**config.mk**
```make
export PLATFORM = sky130hd
export DESIGN_NAME = cv32e40p_ded_collector
export DESIGN_NICKNAME = d
export VERILOG_FILES = /design/src/rtl/cv32e40p_ded_collector.sv
export SDC_FILE = /design/constraint.sdc
export NUM_CORES = 1
export LEC_CHECK = 0
export ABC_AREA = 1
export ABC_CLOCK_PERIOD_IN_PS = 4400
export CORE_MARGIN = 4
export CORE_UTILIZATION = 50
export DETAILED_ROUTE_END_ITERATION = 8
export GPL_TIMING_DRIVEN = 0
export HOLD_SLACK_MARGIN = 0.15
export PLACE_DENSITY = 0.85
export SLEW_MARGIN = 20
export SYNTH_ARGS = -nofsm -noshare
export SYNTH_HDL_FRONTEND = slang
export SYNTH_SLANG_ARGS = --single-unit
```
**constraint.sdc**
```tcl
create_clock -name clk_i -period 4.4 [get_ports clk_i]
set_input_delay 0.88 -clock clk_i [delete_from_list [all_inputs] [get_ports clk_i]]
set_output_delay 0.88 -clock clk_i [all_outputs]
set_load 0.01 [all_outputs]
```
**src/rtl/cv32e40p_ded_collector.sv**
```systemverilog
// Register-file double-error collector: edge-detects the three RF DED levels into
// sticky status bits and saturating counters, raises a level irq, and exposes an OBI-style slave.
module cv32e40p_ded_collector #(
    parameter int unsigned CNT_WIDTH  = 8,
    parameter logic [2:0]  IRQ_EN_RST = 3'b111
) (
    input  logic        clk_i,
    input  logic        rst_i,
    input  logic [2:0]  ded_i,
    output logic        irq_o,
    input  logic        req_i,
    output logic        gnt_o,
    input  logic [4:0]  addr_i,
    input  logic        we_i,
    input  logic [31:0] wdata_i,
    output logic        rvalid_o,
    output logic [31:0] rdata_o
);

    localparam logic [CNT_WIDTH-1:0] CNT_MAX = '1;
    localparam logic [CNT_WIDTH-1:0] CNT_ONE = CNT_WIDTH'(1);

    logic [2:0]             ded_q;
    logic [2:0]             ded_sts_q, ded_sts_d;
    logic [2:0]             sat_q, sat_d;
    logic [2:0]             en_q, en_d;
    logic                   irq_q, irq_d;
    logic                   rvalid_q, rvalid_d;
    logic [31:0]            rdata_q, rdata_d;

    logic                   accept;
    logic                   wr;
    logic                   rd;
    logic [2:0]             word_idx;
    logic                   wr_status;
    logic                   wr_ctrl;
    logic [2:0]             ev;
    logic [2:0]             cnt_clr;
    logic [2:0]             sat_ev;
    logic [2:0]             w1c_ded;
    logic [2:0]             w1c_sat;
    logic [3*CNT_WIDTH-1:0] cnt_all;
    logic                   unused_bits;

    assign accept    = req_i & ~rst_i;
    assign gnt_o     = accept;
    assign wr        = accept & we_i;
    assign rd        = accept & ~we_i;
    assign word_idx  = addr_i[4:2];
    assign wr_status = wr && (word_idx == 3'd0);
    assign wr_ctrl   = wr && (word_idx == 3'd1);
    assign w1c_ded   = wr_status ? wdata_i[2:0] : 3'b000;
    assign w1c_sat   = wr_status ? wdata_i[6:4] : 3'b000;
    assign ev        = ded_i & ~ded_q;

    assign unused_bits = ^{addr_i[1:0], wdata_i[31:7], wdata_i[3]};

    genvar gi;
    generate
        for (gi = 0; gi < 3; gi++) begin : g_chan
            logic [CNT_WIDTH-1:0] cnt_q;
            logic [CNT_WIDTH-1:0] cnt_d;
            logic                 at_max;

            assign cnt_clr[gi] = wr && (word_idx == 3'(gi + 2));
            assign at_max      = (cnt_q == CNT_MAX);
            // A clear coinciding with an event leaves exactly that one event counted.
            assign sat_ev[gi]  = ev[gi] & ~cnt_clr[gi] & at_max;
            assign cnt_d       = cnt_clr[gi] ? (ev[gi] ? CNT_ONE : '0)
                               : (ev[gi] && !at_max) ? cnt_q + CNT_ONE
                               : cnt_q;

            always_ff @(posedge clk_i) begin
                if (rst_i) begin
                    cnt_q <= '0;
                end else begin
                    cnt_q <= cnt_d;
                end
            end

            assign cnt_all[gi*CNT_WIDTH +: CNT_WIDTH] = cnt_q;
        end
    endgenerate

    always_comb begin
        // New set conditions are OR-ed in after the clear, so a coincident set wins.
        ded_sts_d = (ded_sts_q & ~w1c_ded) | ev;
        sat_d     = (sat_q & ~w1c_sat) | sat_ev;
        en_d      = wr_ctrl ? wdata_i[2:0] : en_q;
        irq_d     = |(ded_sts_d & en_d);
        rvalid_d  = accept;
        rdata_d   = '0;
        if (rd) begin
            case (word_idx)
                3'd0:    rdata_d = {25'd0, sat_q, 1'b0, ded_sts_q};
                3'd1:    rdata_d = {29'd0, en_q};
                3'd2:    rdata_d = 32'(cnt_all[0*CNT_WIDTH +: CNT_WIDTH]);
                3'd3:    rdata_d = 32'(cnt_all[1*CNT_WIDTH +: CNT_WIDTH]);
                3'd4:    rdata_d = 32'(cnt_all[2*CNT_WIDTH +: CNT_WIDTH]);
                default: rdata_d = '0;
            endcase
        end
    end

    always_ff @(posedge clk_i) begin
        if (rst_i) begin
            ded_q     <= '0;
            ded_sts_q <= '0;
            sat_q     <= '0;
            en_q      <= IRQ_EN_RST;
            irq_q     <= 1'b0;
            rvalid_q  <= 1'b0;
            rdata_q   <= '0;
        end else begin
            ded_q     <= ded_i;
            ded_sts_q <= ded_sts_d;
            sat_q     <= sat_d;
            en_q      <= en_d;
            irq_q     <= irq_d;
            rvalid_q  <= rvalid_d;
            rdata_q   <= rdata_d;
        end
    end

    assign irq_o = irq_q;
    // A response pending when reset arrives is suppressed rather than delivered.
    assign rvalid_o = rvalid_q & ~rst_i;
    assign rdata_o  = rst_i ? 32'd0 : rdata_q;

endmodule
```
==> results of run 1 <==
metal layers:
layer | share of wire, % | vias to the layer above | wire length, µm
met2 | 45 | 92 | 2510
met3 | 8.3 | 10 | 462
li1 | - | 1200 | -
met1 | 44 | 1052 | 2470
met4 | 2.0 | 0 | 114
met5 | 0 | - | 0
cell usage after synthesis, types with 4 or more instances:
master,n
nand3_1,23
inv_1,43
nand4_1,4
a211oi_1,4
nor2_1,36
nand2_1,68
o22ai_1,7
dfxtp_1,46
o21ai_1,9
a21oi_1,27
nor2_2,4
inv_2,11
buf_4,24
nand2_2,8
o21ai_0,7
layout make-up:
class,count,area (µm²)
clock buffers,7,76.3
repair buffers,26,260
plain buffers,28,195
fillers,440,1770
inverters,55,209
flip-flops and latches,46,921
multi-input cells,248,1240
well taps,67,83.8
worst max-delay path by stage:
stage	startpoint	to	slack [ns]	cells past startpoint
detailed placement	rst_i	rdata_o[3]	0.69	5
floorplan	rst_i	rdata_o[0]	1.98	3
CTS	rst_i	rdata_o[3]	0.69	5
global placement	rst_i	rdata_o[4]	0.71	5
finish	rst_i	rdata_o[3]	0.72	5
global route	rst_i	rdata_o[5]	0.56	5
registers in the layout, summed over array words and instances, names as in the netlist:
register and cells:
rvalid_q 1, g_chan.cnt_q 24, ded_q 3, sat_q 3, en_q 3, ded_sts_q 3, irq_o 1, rdata_q 8
worst reg2reg max path: stages, from the launching register on:
cell,delay (ns)
dfxtp_1,0.41
ha_1,0.22
nand2_1,0.09
nor2_2,0.19
nand3_2,0.13
nand2_2,0.16
nand2_2,0.12
a21oi_1,0.14
nor2_1,0.05
power breakdown:
group | internal, mW | total (mW) | switching, mW
clock network | 0.109 | 0.244 | 0.134
logic | 0.0474 | 0.111 | 0.0638
registers | 0.426 | 0.434 | 0.00771
total | 0.583 | 0.789 | 0.206
cell families (layout without fill, tap and decap cells):
logic type	count (synthesis)	count (layout)
simple gates	162	162
buf+inv	83	116
compound gates	57	57
flops	46	46
fa+ha+maj	3	3
xor+xnor	2	2
other cells	1	24
per-stage QoR:
| stage | hold WS [ns] | setup slack [ns] | cells |
|---|---|---|---|
| floorplan | 0.444 | 1.98 | 377 |
| CTS | 0.470 | 0.691 | 477 |
| global route | 0.501 | 0.564 | 477 |
| detailed placement | 0.460 | 0.690 | 470 |
| finish | 0.473 | 0.716 | 477 |
| global placement | 0.455 | 0.708 | 470 |
==> impl_metrics.prom, run 1 <==
# TYPE chip_impl_metric gauge
chip_impl_info{name="status",value="finished clean"} 1
chip_impl_metric{name="gr-usage-met2",unit="%"} 30.2
chip_impl_info{name="layout.cells.most_common",value="nand2_1"} 1
chip_impl_info{name="synth_top_flop_cell",value="dfxtp_1"} 1
chip_impl_metric{name="die_area",unit="µm²"} 6160
chip_impl_metric{name="fin_skew",unit="ns"} 0.00470
chip_impl_metric{name="synthesis.instances",unit=""} 354
chip_impl_metric{name="grt_antenna_before_repair",unit=""} 0
chip_impl_info{name="tritoncts_clock_tree",value="done"} 1
chip_impl_metric{name="grt_first_pass_wirelength",unit="mm"} 9.11
chip_impl_info{name="grt_setup_unrepaired",value="no"} 1
chip_impl_metric{name="cap_viol_max_count",unit=""} 0
chip_impl_metric{name="area_share_of_and_or_nand_nor_cells_after_synthesis",unit="%"} 31.9
chip_impl_metric{name="synth-async-reset-ratio",unit="%"} 0
chip_impl_metric{name="routed_via_density",unit=""} 4.94
chip_impl_metric{name="fp.dieH",unit="µm"} 78.5
chip_impl_metric{name="synth_xor_xnor_area_share",unit="%"} 0.706
chip_impl_metric{name="final_cell_area",unit="µm²"} 2990
chip_impl_metric{name="detail_route.wl_per_cell",unit="µm"} 11.7
chip_impl_metric{name="drc",unit=""} 0
chip_impl_info{name="synth_top_family_by_area",value="simple AND/OR/NAND/NOR gates"} 1
chip_impl_info{name="path_cells",value="clkdlybuf4s50_1 > clkbuf_1 > buf_1 > nor2_1 > clkdlybuf4s50_1"} 1
chip_impl_metric{name="vdd_drop_max",unit="mV"} 0.177
chip_impl_metric{name="grt_util_met3",unit="%"} 4.01
chip_impl_metric{name="postPlaceCellArea",unit="µm²"} 2910
chip_impl_metric{name="fraction_of_the_core_area_covered_by_cells_at_the_end_of_the_flow",unit="%"} 62.9
chip_impl_metric{name="post-route-min-period",unit="ns"} 3.68
chip_impl_metric{name="clock_insertion_delay_at_the_later_pin_of_the_skew_report",unit="ns"} 0.31
chip_impl_metric{name="groute.layer.met1.usage",unit="%"} 23.7
chip_impl_metric{name="drt-initial-drc-count",unit=""} 198
chip_impl_info{name="timing.critical_path.from_type",value="primary input"} 1
chip_impl_metric{name="rows",unit=""} 25
chip_impl_metric{name="fraction_of_the_mapped_netlist_area_in_adder_cells",unit="%"} 1.51
chip_impl_info{name="worstReg2RegEnd",value="g_chan[2].cnt_q[3]$_SDFFE_PP0P_"} 1
chip_impl_metric{name="core-area",unit="µm²"} 4750
chip_impl_metric{name="worst-r2r-cell-count",unit=""} 8
chip_impl_info{name="ctsRootBufferMaster",value="clkbuf_8"} 1
chip_impl_metric{name="mux_share_of_post_synthesis_cell_area",unit="%"} 0
chip_impl_metric{name="routabilityCongestion",unit=""} 0.865
chip_impl_info{name="synth.largest_area_cell",value="dfxtp_1"} 1
chip_impl_info{name="worstSetupPathType",value="primary input to output pin"} 1
chip_impl_metric{name="grt_max_degree",unit=""} 13
chip_impl_info{name="global_route.peak_usage_layer",value="met2"} 1
chip_impl_metric{name="final_period_util",unit="%"} 83.7
chip_impl_metric{name="final-max-slew-violation-count",unit=""} 0
chip_impl_metric{name="initial_core_util",unit="%"} 52.2
chip_impl_metric{name="num_vias",unit=""} 2354
chip_impl_metric{name="cellPowerDensity",unit="nW/µm²"} 264
chip_impl_metric{name="cts.sinks",unit=""} 46
chip_impl_metric{name="layout-area-overhead-vs-synth",unit="%"} 20.4
chip_impl_info{name="critical-path-slowest-cell",value="clkdlybuf4s50_1"} 1
chip_impl_metric{name="tritoncts.num_buffers",unit=""} 5
chip_impl_metric{name="synth_warnings",unit=""} 0
chip_impl_metric{name="grt_pass1_vias",unit=""} 2067
chip_impl_info{name="critical_path.most_common_cell",value="clkdlybuf4s50_1"} 1
chip_impl_metric{name="crit_required",unit="ns"} 3.52
chip_impl_metric{name="cts_buffer_depth",unit=""} 2
chip_impl_metric{name="timing.setup.tns",unit="ns"} 0
chip_impl_metric{name="post_route_cells_drive_above_1_share",unit="%"} 15.6
chip_impl_metric{name="die-width",unit="µm"} 78.5
chip_impl_metric{name="slew_at_the_pin_closest_to_its_max_slew_limit",unit="ns"} 0.537
chip_impl_metric{name="num-nets-final",unit=""} 457
chip_impl_metric{name="r2r_setup_slack",unit="ns"} 2.79
chip_impl_metric{name="hold-path-cell-count",unit=""} 2
chip_impl_metric{name="finalSetupViolCount",unit=""} 0
chip_impl_metric{name="path_max_fanout",unit=""} 10
chip_impl_info{name="worst_hold_path_type",value="flop to flop"} 1
chip_impl_metric{name="critical_path.n_buffers_inverters",unit=""} 4
chip_impl_metric{name="global_route.overflow_total",unit=""} 0
chip_impl_metric{name="power.leakage",unit="nW"} 1.26
chip_impl_metric{name="cts_setup_buffers",unit=""} 0
chip_impl_info{name="startpoint_of_the_worst_slack_reg_to_reg_timing_path",value="g_chan[2].cnt_q[0]$_SDFFE_PP0P_"} 1
chip_impl_metric{name="cts.hold.buffers_added",unit=""} 0
chip_impl_info{name="synth_top_cells_by_area",value="dfxtp_1 37%, nand2_1 10%, buf_4 7.3%, inv_1 6.5%, a21oi_1 5.4%"} 1
chip_impl_metric{name="wire_length_reported_by_the_detailed_router",unit="mm"} 5.56
chip_impl_metric{name="io_buffer_count",unit=""} 26
chip_impl_metric{name="htree_num_levels",unit=""} 2
chip_impl_metric{name="fmax",unit="MHz"} 271
chip_impl_metric{name="slew-limit-headroom",unit="%"} 64.2
chip_impl_metric{name="ant_nets",unit=""} 0
chip_impl_metric{name="synth_edf_count",unit=""} 0
chip_impl_info{name="cp-end-kind",value="output pin"} 1
chip_impl_metric{name="timing.critical_path.arrival",unit="ns"} 2.80
chip_impl_metric{name="first_pass_iters",unit=""} 4
chip_impl_metric{name="finalPower",unit="mW"} 0.789
chip_impl_info{name="holdPathEnd",value="g_chan[1].cnt_q[6]$_SDFFE_PP0P_"} 1
chip_impl_metric{name="cp_slowest_stage_delay",unit="ns"} 0.52
chip_impl_metric{name="synth_largest_type_area_fraction",unit="%"} 37.1
chip_impl_metric{name="n_antenna_cell",unit=""} 0
chip_impl_metric{name="synth.lib_cells_used.distinct",unit=""} 34
chip_impl_metric{name="worst_setup_hold_path_clk_slew",unit="ns"} 0.07
chip_impl_metric{name="place_hpwl",unit="mm"} 4.41
chip_impl_info{name="critical-path-top-delay-family",value="buffers and inverters"} 1
chip_impl_metric{name="synth.avg_cell_area",unit="µm²"} 7.01
chip_impl_metric{name="grt_usage",unit="%"} 18.5
chip_impl_metric{name="ys_seq_elements",unit=""} 46
chip_impl_metric{name="finalHoldViolations",unit=""} 0
chip_impl_metric{name="synth_seq_area_share",unit="%"} 37.1
chip_impl_info{name="hold_path.startpoint",value="g_chan[1].cnt_q[6]$_SDFFE_PP0P_"} 1
chip_impl_info{name="most-common-layout-cells",value="68 x nand2_1, 46 x dfxtp_1, 43 x inv_1"} 1
chip_impl_metric{name="synth_compound_area_share",unit="%"} 12.4
chip_impl_metric{name="syn-cell-area",unit="µm²"} 2480
chip_impl_metric{name="ioPinCount",unit=""} 79
chip_impl_metric{name="cts_repair_resize_count",unit=""} 0
Power figures use the tool's default switching activity.
==> inputs of run 2 (changes only) <==
--- a/config.mk
+++ b/config.mk
@@ -6,13 +6,13 @@
 export NUM_CORES = 1
 export LEC_CHECK = 0
 export ABC_AREA = 1
-export ABC_CLOCK_PERIOD_IN_PS = 4400
+export ABC_CLOCK_PERIOD_IN_PS = 3700
 export CORE_MARGIN = 4
-export CORE_UTILIZATION = 50
+export CORE_UTILIZATION = 46
 export DETAILED_ROUTE_END_ITERATION = 8
 export GPL_TIMING_DRIVEN = 0
 export HOLD_SLACK_MARGIN = 0.15
-export PLACE_DENSITY = 0.85
+export PLACE_DENSITY = 0.8
 export SLEW_MARGIN = 20
 export SYNTH_ARGS = -nofsm -noshare
 export SYNTH_HDL_FRONTEND = slang
==> constraint.sdc (replaced) <==
create_clock -name clk_i -period 3.7 [get_ports clk_i]
set_input_delay 0.74 -clock clk_i [delete_from_list [all_inputs] [get_ports clk_i]]
set_output_delay 0.74 -clock clk_i [all_outputs]
set_load 0.01 [all_outputs]
==> impl_metrics.prom, run 2 (synthesis results as in run 1) <==
# TYPE chip_impl_metric gauge
chip_impl_info{name="worst_hold_path_type",value="flop to flop"} 1
chip_impl_metric{name="nFillCells",unit=""} 478
chip_impl_metric{name="r2r_setup_slack",unit="ns"} 2.04
chip_impl_info{name="largest-register",value="g_chan.cnt_q"} 1
chip_impl_metric{name="cts_buffer_depth",unit=""} 2
chip_impl_metric{name="fp.dieH",unit="µm"} 81.5
chip_impl_info{name="most-common-layout-cells",value="68 x nand2_1, 46 x dfxtp_1, 43 x inv_1"} 1
chip_impl_metric{name="worst_setup_hold_path_clk_slew",unit="ns"} 0.08
chip_impl_info{name="worstReg2RegEnd",value="g_chan[2].cnt_q[3]$_SDFFE_PP0P_"} 1
chip_impl_metric{name="timing.critical_path.arrival",unit="ns"} 2.65
chip_impl_metric{name="worst-r2r-cell-count",unit=""} 8
chip_impl_info{name="status",value="finished clean"} 1
chip_impl_info{name="timing.critical_path.from_type",value="primary input"} 1
chip_impl_info{name="ctsRootBufferMaster",value="clkbuf_8"} 1
chip_impl_info{name="layout.cells.most_common",value="nand2_1"} 1
chip_impl_metric{name="final_cells",unit=""} 479
chip_impl_metric{name="drt-initial-drc-count",unit=""} 173
chip_impl_metric{name="crit_required",unit="ns"} 2.96
chip_impl_metric{name="post-route-min-period",unit="ns"} 3.39
chip_impl_metric{name="tritoncts.num_buffers",unit=""} 5
chip_impl_info{name="worstSetupPathType",value="primary input to output pin"} 1
chip_impl_metric{name="timing.setup.tns",unit="ns"} 0
chip_impl_info{name="startpoint_of_the_worst_slack_reg_to_reg_timing_path",value="g_chan[2].cnt_q[0]$_SDFFE_PP0P_"} 1
chip_impl_metric{name="finalHoldViolations",unit=""} 0
chip_impl_metric{name="finalPower",unit="mW"} 0.954
chip_impl_metric{name="final-max-slew-violation-count",unit=""} 0
chip_impl_metric{name="cellPowerDensity",unit="nW/µm²"} 318
chip_impl_metric{name="power.leakage",unit="nW"} 1.27
chip_impl_metric{name="routed_via_density",unit=""} 4.73
chip_impl_metric{name="grt_usage",unit="%"} 17.4
chip_impl_metric{name="cts_setup_buffers",unit=""} 0
chip_impl_metric{name="num_vias",unit=""} 2268
chip_impl_metric{name="initial_core_util",unit="%"} 48.0
chip_impl_metric{name="ioPinCount",unit=""} 79
chip_impl_info{name="layout_top_registers",value="g_chan.cnt_q (24), rdata_q (8)"} 1
chip_impl_metric{name="num-nets-final",unit=""} 457
chip_impl_metric{name="vdd_drop_max",unit="mV"} 0.169
chip_impl_metric{name="core-area",unit="µm²"} 5170
chip_impl_metric{name="n_antenna_cell",unit=""} 0
chip_impl_metric{name="routabilityCongestion",unit=""} 0.880
chip_impl_metric{name="multi_input_comb_area",unit="µm²"} 1240
chip_impl_metric{name="post_route_cells_drive_above_1_share",unit="%"} 15.9
chip_impl_metric{name="layout-area-overhead-vs-synth",unit="%"} 20.8
chip_impl_metric{name="ant_nets",unit=""} 0
chip_impl_metric{name="grt_max_degree",unit=""} 13
chip_impl_metric{name="final_cell_area",unit="µm²"} 3000
chip_impl_metric{name="fin_skew",unit="ns"} 0.00744
chip_impl_info{name="cp-end-kind",value="output pin"} 1
chip_impl_metric{name="largest_reg_flops",unit=""} 24
chip_impl_info{name="tritoncts_clock_tree",value="done"} 1
chip_impl_metric{name="postPlaceCellArea",unit="µm²"} 2920
chip_impl_metric{name="grt_pass1_vias",unit=""} 2016
chip_impl_metric{name="io_buffer_count",unit=""} 26
chip_impl_metric{name="dp_worst_setup_slack",unit="ns"} 0.263
chip_impl_metric{name="die_area",unit="µm²"} 6640
chip_impl_metric{name="post-route-worst-setup-slack",unit="ns"} 0.312
chip_impl_info{name="hold_path.startpoint",value="sat_q[0]$_SDFF_PP0_"} 1
chip_impl_info{name="grt_setup_unrepaired",value="no"} 1
chip_impl_metric{name="finalSetupViolCount",unit=""} 0
chip_impl_metric{name="clock_insertion_delay_at_the_later_pin_of_the_skew_report",unit="ns"} 0.30
chip_impl_info{name="holdPathEnd",value="sat_q[0]$_SDFF_PP0_"} 1
chip_impl_metric{name="drc",unit=""} 0
chip_impl_metric{name="grt_first_pass_wirelength",unit="mm"} 8.94
chip_impl_metric{name="fmax",unit="MHz"} 295
chip_impl_metric{name="grt_antenna_before_repair",unit=""} 0
chip_impl_metric{name="wire_length_reported_by_the_detailed_router",unit="mm"} 5.47
chip_impl_metric{name="hold-path-cell-count",unit=""} 2
chip_impl_metric{name="detail_route.wl_per_cell",unit="µm"} 11.4
chip_impl_metric{name="htree_num_levels",unit=""} 2
chip_impl_metric{name="die-width",unit="µm"} 81.5
chip_impl_metric{name="cts_repair_resize_count",unit=""} 0
chip_impl_metric{name="path_max_fanout",unit=""} 10
chip_impl_metric{name="cts.hold.buffers_added",unit=""} 0
chip_impl_metric{name="rows",unit=""} 26
chip_impl_metric{name="first_pass_iters",unit=""} 4
chip_impl_metric{name="final_period_util",unit="%"} 91.6
chip_impl_metric{name="holdWs",unit="ns"} 0.471
chip_impl_metric{name="place.detailed.instances",unit=""} 473
chip_impl_metric{name="fraction_of_the_core_area_covered_by_cells_at_the_end_of_the_flow",unit="%"} 58.0
chip_impl_metric{name="global_route.overflow_total",unit=""} 0
chip_impl_metric{name="cts.sinks",unit=""} 46
chip_impl_metric{name="cap_viol_max_count",unit=""} 0
chip_impl_metric{name="sequential_cell_area_in_the_final_layout",unit="µm²"} 921
chip_impl_metric{name="place_hpwl",unit="mm"} 4.27
run 2: layout make-up:
cell class | instances | share of cell area [%]
multi-input combinational | 248 | 41.5
sequential | 46 | 30.7
timing repair buffer | 26 | 8.68
inverter | 55 | 6.97
buffer | 28 | 6.51
tap | 70 | 2.92
clock buffer | 6 | 2.75
run 2: worst max-delay path: stages:
cell	delay (ns)
clkdlybuf4s50_1	0.52
clkbuf_1	0.39
buf_1	0.39
nor2_1	0.11
clkdlybuf4s50_1	0.49
run 2: worst max-delay path by stage:
stage,startpoint,end,slack [ns],depth (start not counted)
finish,rst_i,rdata_o[1],0.31,5
global route,rst_i,rdata_o[1],0.10,5
CTS,rst_i,rdata_o[1],0.26,5
detailed placement,rst_i,rdata_o[1],0.26,5
global placement,rst_i,rdata_o[0],0.27,5
floorplan,rst_i,rdata_o[0],1.56,3
run 2: layer usage:
layer / global-route usage (%) / up-vias / part of all wire [%]
met1: 23.1 / 984 / 47
met5: 0 / - / 0
met4: 8.28 / 0 / 2.5
li1: - / 1195 / -
met3: 3.40 / 11 / 7.7
met2: 27.3 / 78 / 43
run 2: report_power, final:
part           switching (mW)  internal (mW)  total [mW]
Clock                   0.162          0.144       0.307
Sequential            0.00926          0.507       0.516
Combinational          0.0743         0.0564       0.131
Total                   0.246          0.708       0.954
==> inputs of run 3 (changes only) <==
--- a/config.mk
+++ b/config.mk
@@ -7,6 +7,7 @@
 export LEC_CHECK = 0
 export ABC_AREA = 1
 export ABC_CLOCK_PERIOD_IN_PS = 3700
+export CORE_ASPECT_RATIO = 1.4
 export CORE_MARGIN = 4
 export CORE_UTILIZATION = 46
 export DETAILED_ROUTE_END_ITERATION = 8
==> impl_metrics.prom, run 3 (synthesis results as in run 1) <==
# TYPE chip_impl_metric gauge
chip_impl_info{name="status",value="finished clean"} 1
chip_impl_metric{name="routabilityCongestion",unit=""} 0.893
chip_impl_info{name="startpoint_of_the_worst_slack_reg_to_reg_timing_path",value="g_chan[2].cnt_q[0]$_SDFFE_PP0P_"} 1
chip_impl_info{name="layout_top_registers",value="g_chan.cnt_q (24), rdata_q (8)"} 1
chip_impl_metric{name="cap_viol_max_count",unit=""} 0
chip_impl_metric{name="grt_pass1_vias",unit=""} 2075
chip_impl_info{name="tritoncts_clock_tree",value="done"} 1
chip_impl_metric{name="worst_setup_hold_path_clk_slew",unit="ns"} 0.08
chip_impl_metric{name="grt_first_pass_wirelength",unit="mm"} 8.88
chip_impl_metric{name="htree_num_levels",unit=""} 2
chip_impl_info{name="most-common-layout-cells",value="68 x nand2_1, 46 x dfxtp_1, 43 x inv_1"} 1
chip_impl_metric{name="power.leakage",unit="nW"} 1.28
chip_impl_metric{name="largest_reg_flops",unit=""} 24
chip_impl_info{name="critical_path.most_common_cell",value="clkdlybuf4s50_1"} 1
chip_impl_metric{name="drc",unit=""} 0
chip_impl_metric{name="post-route-min-period",unit="ns"} 3.37
chip_impl_info{name="ctsRootBufferMaster",value="clkbuf_8"} 1
chip_impl_metric{name="post_route_cells_drive_above_1_share",unit="%"} 16.3
chip_impl_info{name="timing.critical_path.from_type",value="primary input"} 1
chip_impl_metric{name="r2r_setup_slack",unit="ns"} 2.04
chip_impl_metric{name="cts_setup_buffers",unit=""} 0
chip_impl_info{name="critical-path-slowest-cell",value="clkdlybuf4s50_1"} 1
chip_impl_metric{name="fmax",unit="MHz"} 297
chip_impl_metric{name="die_area",unit="µm²"} 6650
chip_impl_metric{name="timing.critical_path.arrival",unit="ns"} 2.63
chip_impl_metric{name="critical_path.n_buffers_inverters",unit=""} 4
chip_impl_metric{name="routed_via_density",unit=""} 4.86
chip_impl_metric{name="holdWs",unit="ns"} 0.476
chip_impl_metric{name="finalPower",unit="mW"} 1.02
chip_impl_metric{name="global_route.overflow_total",unit=""} 0
chip_impl_metric{name="rows",unit=""} 31
chip_impl_info{name="critical-path-top-delay-family",value="buffers and inverters"} 1
chip_impl_metric{name="drt-initial-drc-count",unit=""} 128
chip_impl_metric{name="ioPinCount",unit=""} 79
chip_impl_metric{name="num_vias",unit=""} 2317
chip_impl_metric{name="place_hpwl",unit="mm"} 4.46
chip_impl_metric{name="slew-limit-headroom",unit="%"} 66.2
chip_impl_metric{name="finalSetupViolCount",unit=""} 0
chip_impl_info{name="crit_path_start",value="rst_i"} 1
chip_impl_metric{name="cellPowerDensity",unit="nW/µm²"} 339
chip_impl_metric{name="layout-area-overhead-vs-synth",unit="%"} 21.8
chip_impl_info{name="largest-register",value="g_chan.cnt_q"} 1
chip_impl_metric{name="die-width",unit="µm"} 70.1
chip_impl_info{name="cp-end-kind",value="output pin"} 1
chip_impl_info{name="grt_setup_unrepaired",value="no"} 1
chip_impl_metric{name="final-max-slew-violation-count",unit=""} 0
chip_impl_info{name="path_cells",value="clkdlybuf4s50_1 > clkbuf_1 > buf_1 > nor2_1 > clkdlybuf4s50_1"} 1
chip_impl_info{name="hold_path.startpoint",value="sat_q[2]$_SDFF_PP0_"} 1
chip_impl_info{name="worst_hold_path_type",value="flop to flop"} 1
chip_impl_metric{name="detail_route.wl_per_cell",unit="µm"} 11.5
chip_impl_metric{name="fin_skew",unit="ns"} 0.0102
chip_impl_metric{name="nFillCells",unit=""} 526
chip_impl_metric{name="cts.sinks",unit=""} 46
chip_impl_metric{name="grt_antenna_before_repair",unit=""} 0
chip_impl_metric{name="crit_required",unit="ns"} 2.96
chip_impl_metric{name="first_pass_iters",unit=""} 4
chip_impl_metric{name="grt_max_degree",unit=""} 16
chip_impl_metric{name="worst-r2r-cell-count",unit=""} 8
chip_impl_metric{name="num-nets-final",unit=""} 457
chip_impl_metric{name="timing.setup.tns",unit="ns"} 0
chip_impl_metric{name="slew_at_the_pin_closest_to_its_max_slew_limit",unit="ns"} 0.507
chip_impl_info{name="layout.cells.most_common",value="nand2_1"} 1
chip_impl_metric{name="finalHoldViolations",unit=""} 0
chip_impl_metric{name="core-area",unit="µm²"} 5200
chip_impl_info{name="critPathCapture",value="rdata_o[2]"} 1
chip_impl_metric{name="n_antenna_cell",unit=""} 0
chip_impl_metric{name="cp_slowest_stage_delay",unit="ns"} 0.52
chip_impl_info{name="worstReg2RegEnd",value="g_chan[2].cnt_q[3]$_SDFFE_PP0P_"} 1
chip_impl_metric{name="cts.hold.buffers_added",unit=""} 0
chip_impl_metric{name="cts_repair_resize_count",unit=""} 0
chip_impl_metric{name="grt_usage",unit="%"} 16.8
chip_impl_metric{name="final_period_util",unit="%"} 91.1
chip_impl_metric{name="wire_length_reported_by_the_detailed_router",unit="mm"} 5.48
chip_impl_metric{name="cts_buffer_depth",unit=""} 2
chip_impl_metric{name="critical_path_depth",unit=""} 5
chip_impl_metric{name="ant_nets",unit=""} 0
chip_impl_metric{name="initial_core_util",unit="%"} 47.8
chip_impl_info{name="worstSetupPathType",value="primary input to output pin"} 1
chip_impl_metric{name="vdd_drop_max",unit="mV"} 0.276
chip_impl_metric{name="clock_insertion_delay_at_the_later_pin_of_the_skew_report",unit="ns"} 0.30
chip_impl_metric{name="fp.dieH",unit="µm"} 94.9
chip_impl_metric{name="io_buffer_count",unit=""} 26
chip_impl_metric{name="tritoncts.num_buffers",unit=""} 5
chip_impl_metric{name="path_max_fanout",unit=""} 10
[run 3: stage by stage]
step	area [µm²]	utilization, %	setup WS (ns)	cells
global route	3020	58.2	0.185	477
CTS	3020	58.2	0.308	477
detailed placement	2910	56.0	0.315	469
floorplan	2570	-	1.56	377
global placement	2910	56.0	0.328	469
finish	3020	58.2	0.330	477
[run 3: routing by layer]
metal	vias to the layer above	global-route usage (%)	share of wire [%]
met5	-	0	0
met4	0	8.15	2.5
met3	9	2.98	6.1
met2	70	31.8	52
met1	1048	17.7	39
li1	1190	-	-
[run 3: area by class of cell]
cell class	count	area (µm²)	share of cell area, %
clock buffers	5	68.8	2.28
inverters	55	209	6.91
repair buffers	26	260	8.61
plain buffers	28	195	6.45
clock inverters	3	43.8	1.45
well taps	66	82.6	2.73
multi-input cells	248	1240	41.1
flip-flops and latches	46	921	30.5
[run 3: power by group]
part	leakage (nW)	total [mW]	internal [mW]	switching, mW
sequential	0.374	0.516	0.507	0.00861
combinational	0.851	0.131	0.0563	0.0744
clock	0.0585	0.378	0.203	0.176
total	1.28	1.02	0.766	0.259
[run 3: worst min path at each step]
stage	to	depth (start not counted)
after floorplan	sat_q[0]$_SDFF_PP0_	2
after global placement	sat_q[1]$_SDFF_PP0_	2
after detailed placement	sat_q[0]$_SDFF_PP0_	2
after CTS	sat_q[2]$_SDFF_PP0_	2
after global routing	sat_q[2]$_SDFF_PP0_	2
final	sat_q[2]$_SDFF_PP0_	2
[run 3: worst min-delay path, stage by stage (launching register included)]
cell and delay, ns:
dfxtp_1 0.32, nand2_1 0.06, a21oi_1 0.05
